[src/rtl/lc4_regfile.sv]
// LC4 register file: eight n-bit registers with combinational, write-bypassed reads
// and a 3-bit NZP condition register derived from the write data.
module lc4_regfile #(
    parameter int unsigned n     = 16,
    parameter int unsigned nregs = 8
) (
    input  logic         clk,
    input  logic         rst_n,
    input  logic         gwe,
    input  logic [2:0]   i_rs,
    output logic [n-1:0] o_rs_data,
    input  logic [2:0]   i_rt,
    output logic [n-1:0] o_rt_data,
    input  logic [2:0]   i_rd,
    input  logic [n-1:0] i_wdata,
    input  logic         i_rd_we,
    input  logic         i_nzp_we,
    output logic [2:0]   o_nzp
);

    logic [n-1:0] regs_q [nregs];
    logic [2:0]   nzp_q;
    logic [2:0]   nzp_d;

    always_ff @(posedge clk or negedge rst_n) begin
        if (!rst_n) begin
            for (int i = 0; i < int'(nregs); i++) begin
                regs_q[i] <= '0;
            end
        end else if (gwe && i_rd_we) begin
            regs_q[i_rd] <= i_wdata;
        end
    end

    // Two's-complement sign test: exactly one of N, Z, P is set.
    always_comb begin
        nzp_d = 3'b001;
        if (i_wdata[n-1]) begin
            nzp_d = 3'b100;
        end else if (i_wdata == '0) begin
            nzp_d = 3'b010;
        end
    end

    always_ff @(posedge clk or negedge rst_n) begin
        if (!rst_n) begin
            nzp_q <= 3'b000;
        end else if (gwe && i_nzp_we) begin
            nzp_q <= nzp_d;
        end
    end

    // Bypass ignores gwe and reset so the ALU sees the value being written this cycle.
    always_comb begin
        o_rs_data = regs_q[i_rs];
        o_rt_data = regs_q[i_rt];
        if (i_rd_we && (i_rd == i_rs)) begin
            o_rs_data = i_wdata;
        end
        if (i_rd_we && (i_rd == i_rt)) begin
            o_rt_data = i_wdata;
        end
    end

    assign o_nzp = nzp_q;

endmodule

[config.mk]
export PLATFORM = sky130hd
export DESIGN_NAME = lc4_regfile
export DESIGN_NICKNAME = d
export VERILOG_FILES = /design/src/rtl/lc4_regfile.sv
export SDC_FILE = /design/constraint.sdc
export NUM_CORES = 1
export LEC_CHECK = 0
export CORE_MARGIN = 2
export CORE_UTILIZATION = 40
export CTS_CLUSTER_SIZE = 20
export DETAILED_ROUTE_END_ITERATION = 10
export MAX_ROUTING_LAYER = met4
export SYNTH_ARGS = -nofsm -noshare
export SYNTH_HDL_FRONTEND = slang
export SYNTH_SLANG_ARGS = --single-unit
[constraint.sdc]
create_clock -name clk -period 3.1 [get_ports clk]
set_input_delay 0.62 -clock clk [delete_from_list [all_inputs] [get_ports clk]]
set_output_delay 0.62 -clock clk [all_outputs]
set_load 0.005 [all_outputs]
; ---- Yosys cells after proc, flatten, opt, wreduce, memory -nomap -nowiden
; Cells that the tools add are included.
[totals]
register_bits = 131
output_inout_bits = 35
[classes]
bitwise = 3
reduce_logical = 6
mux = 13
magnitude_cmp = 4
eq_ne = 2
[op_table]
columns = op, count
row1 = $bwmux W128, 1
row2 = $mux W16, 7
row3 = $bmux W16 S3, 2
row4 = $demux W16 S3, 1
row5 = $logic_not A16 Y1, 1
row6 = $ge A4 B4 Y1 const B, 3
row7 = $not A3 Y4, 3
row8 = $eq A3 B3 Y1, 2
row9 = $logic_and A1 B1 Y1, 5
row10 = $lt A4 B1 Y1 const B, 1
row11 = $mux W3, 1
row12 = $mux W2, 1

; ---- Depth between registers and ports, before layout
[logic_depth]
word_depth = 6
ltp_mapped = 6

; ---- Worst setup path before layout
; No wires, ideal clock.
[synth_path]
path_type = input-to-output
start = input port i_rs[1]
end = output port o_rs_data[11]
path_slack_ns = 0.521
n_path_buf = 2
arrival_time_ns = 1.959
cell_stages = 5
required_ns = 2.480
cell_sequence = clkbuf_1 > clkbuf_1 > mux4_1 > mux2_2 > mux2_2
[synth_via]
elab_chain_cells = 5
word_cells_on_any_way = 7
cone_classes = 1 x eq/ne / 4 x mux / 1 x bitwise / 1 x reduce/logical
[synth_lines]
columns = element, line
row1 = "start, declared", 10  ; input logic [2:0] i_rs,
row2 = $not A3 Y4 (implied by the code), 55  ; o_rs_data = regs_q[i_rs];
row3 = $bmux W16 S3, 55
row4 = $mux W16 (implied by the code) (2 in a row), 55
row5 = $mux W16 *, 57  ; if (i_rd_we && (i_rd == i_rs)) begin
row6 = "end, declared", 11  ; output logic [n-1:0] o_rs_data,
; Mark *: on every way between the ends. The rest lies on a longest branch, timed or not. The select of a mux whose other input is x is not followed.

; ---- Worst setup path after layout
[layout_path]
start = input port i_rs[0]
end = output port o_rs_data[12]
; Same word-level chain as after synthesis.

==> impl_results.md <==
* Routed WL at 20.59 mm
* Final Cycle Share at 98.89%
* Die width at 141.8 um
* Grt ovf at 0
* Vias after detailed routing at 4764
* Syn nets at 499
* Largest net degree at the start of global routing at 56
* Clk slew on worst S/H paths at 60 ps
* CTS tree: done
* PortBufs at 64
* I/O pin count at 65
* Mean post-synth cell area at 16.19 sq um
* Storage element area at 3278 sq um
* Measured slew at the worst slew-check pin at 639.6 ps
* Antenna diodes at 0
* Placed Cells at 766
* CTS Hold Buffers Added at 0
* Slew HR at 57.36%
* Core Box Area at 18640 sq um
* First-pass GRT wire length at 31.64 mm
* Combinational share of power at 26.5%
* Most frequent cells in the layout: mux2_2, dfrtp_1, mux4_1
* Die Height at 141.8 um
* Multi-input logic area at 4018 sq um
* Vias/cell at 5.853
* Setup Skew at 0 ps
* Number of buffers created by CTS at 17
* Mapped Area at 7595 sq um
* Final WS setup at 34.28 ps
* Clk buf depth at 2
* Filler cell count at 1556
* Sequential Power Share at 39.8%
* Tot GR Track Use at 22.37%
* Post-Route Setup TNS at 0 ps
* Total leakage power at 0.004291 uW
* RSZ-0062 raised after global routing: false
* Synth Register Bits at 131
* Root buf cell: clkbuf_16
* DRC at 0
* Sw frac at 25.45%
* Ys Warns at 0
* Status: finished, final reports clean
* Tot Pwr at 5999 uW
* Initial antenna violation count at 0
* 1st-pass router iterations at 4
* Hold Fails Final Rpt at 0
* Final std cells w/o fill at 814
* Layout cells sized above 1 at 50.52%
* Most common cell after layout, fill and taps aside: mux2_2
* Final setup vio count at 0
* Die area at 20110 sq um
* Vias in the first global route at 5159
* Worst EP required at 2480 ps
* Worst-Skew Late Latency at 420 ps
* Detailed Place HPWL at 12.83 mm
* Routed WL per cell at 25.30 um
* Drt initial violations at 242
* Worst slack, placed at -330.2 ps
* Setup crit end kind: output port
* Clock tree sinks at 131
* Net switching power at 1527 uW
* # rows at 50
* Max_cap viols at 0
* Max VDD drop at 0.0004399 V
* CP max FO at 8
* Worst Path Arrival at 2450 ps
* Pins Over Slew Limit at 0
* Starting Density at 40.74%
* Fmax at 0.3262 GHz
* Htree depth at 4
* Type of the worst min-delay path: in -> async
* Post-Syn Instances at 469
* Final net count at 597
* Clock share of power at 33.7%
* Synth cell types at 19
* Detail Route Antenna Nets at 0
* Layout overhead on the synthesized area at 26.46%
* CP startpoint kind: primary input
* Pint at 4473 uW
* Seq/Total Area, Yosys at 43.16%
* Minimum clock period at 3066 ps
* PD cells at 624.6 nW/um^2
* GP Congestion at 0.7992
* CP Class: in -> out
-- flip-flops by register name, indices dropped and copies added (netlist names) --
register	count
regs_q	128
o_nzp	3
-- logic make-up (layout without fill, tap and decap cells) --
logic type | after synthesis | after routing | synth area share [%]
AOI/OAI and AO/OA | 2 | 2 | 0.1812
xor gates and xnor gates | 6 | 6 | 0.6919
buffers and inverters | 50 | 161 | 3.592
DFF | 131 | 131 | 43.16
muxes | 257 | 257 | 50.81
and+or+nand+nor | 23 | 23 | 1.565
-- worst paths after layout --
path                                        start                      to  slack (ps)  cells past startpoint
setup / recovery                          i_rs[0]           o_rs_data[12]          30                      6
hold / removal                              rst_n  regs_q[18]$_DFFE_PN0P_         220                      1
setup reg to reg           regs_q[56]$_DFFE_PN0P_  regs_q[56]$_DFFE_PN0P_        2270                      1
hold reg to reg            regs_q[62]$_DFFE_PN0P_  regs_q[62]$_DFFE_PN0P_         510                      1
max in group asynchronous                   rst_n  regs_q[95]$_DFFE_PN0P_        1980                      2
min in group clk           regs_q[62]$_DFFE_PN0P_  regs_q[62]$_DFFE_PN0P_         510                      1
-- per-stage QoR --
step / utilization [%] / area [sq um] / hold WS, ps
floorplan: - / 7595 / 324.4
finish: 51.52 / 9604 / 218.2
CTS: 51.22 / 9549 / 241.2
global route: 51.52 / 9604 / 258.8
global placement: 46.99 / 8761 / 463.6
detailed placement: 46.99 / 8761 / 498.9
-- Yosys cell counts --
| master | instances | area, sq um |
|---|---|---|
| mux4_1 | 64 | 1682 |
| xnor2_1 | 6 | 52.55 |
| mux2_2 | 182 | 2049 |
| nor4_1 | 4 | 25.02 |
| clkbuf_1 | 27 | 101.4 |
| nand4_1 | 3 | 18.77 |
| buf_2 | 14 | 70.07 |
| mux2_1 | 10 | 112.6 |
| buf_6 | 9 | 101.4 |
| nand3_1 | 1 | 5.000 |
| or3_1 | 2 | 12.51 |
| nand3b_1 | 1 | 7.510 |
| o21ai_0 | 1 | 5.000 |
| mux2_4 | 1 | 15.01 |
| a22o_1 | 1 | 8.760 |
| nor2_1 | 7 | 26.28 |
| nand2_1 | 3 | 11.26 |
| nand2b_1 | 2 | 12.51 |
| dfrtp_1 | 131 | 3278 |
-- routing by layer --
metal  routed length [um]  global-route usage, %
met1                 9859                  30.58
met5                    0                      -
met3                  900                  4.792
met4                  165                  5.105
met2                 9667                  34.67
-- critical path: stages --
cell	delay, ps
buf_12	120
buf_16	150
mux4_1	540
mux2_2	290
mux2_2	260
clkdlybuf4s50_1	440
-- power by group through the flow --
stage          clock network [uW]  registers [uW]  logic [uW]
2_1_floorplan                   0            2290        1050
3_3_place_gp                    0            2360        1570
3_5_place_dp                    0            2390        1600
4_1_cts                      2050            2370        1610
5_1_grt                      2150            2440        1720
6_report                     2020            2390        1590
-- area by class of cell --
cell class	instances	share of cell area (%)
clock buffer	21	4.690
clock inverter	11	1.407
multi-input combinational	288	41.83
sequential	131	34.13
tap	234	3.048
timing repair buffer	129	14.89
-- repair_timing --
item                                    4_1_cts  5_1_grt
pin swaps                                     1        0
endpoints found under the setup margin       32       18
cloned                                        5        0
resized for setup                            43       19
setup buffers                                 5        6
No activity file was read; power rests on OpenSTA's default activity.
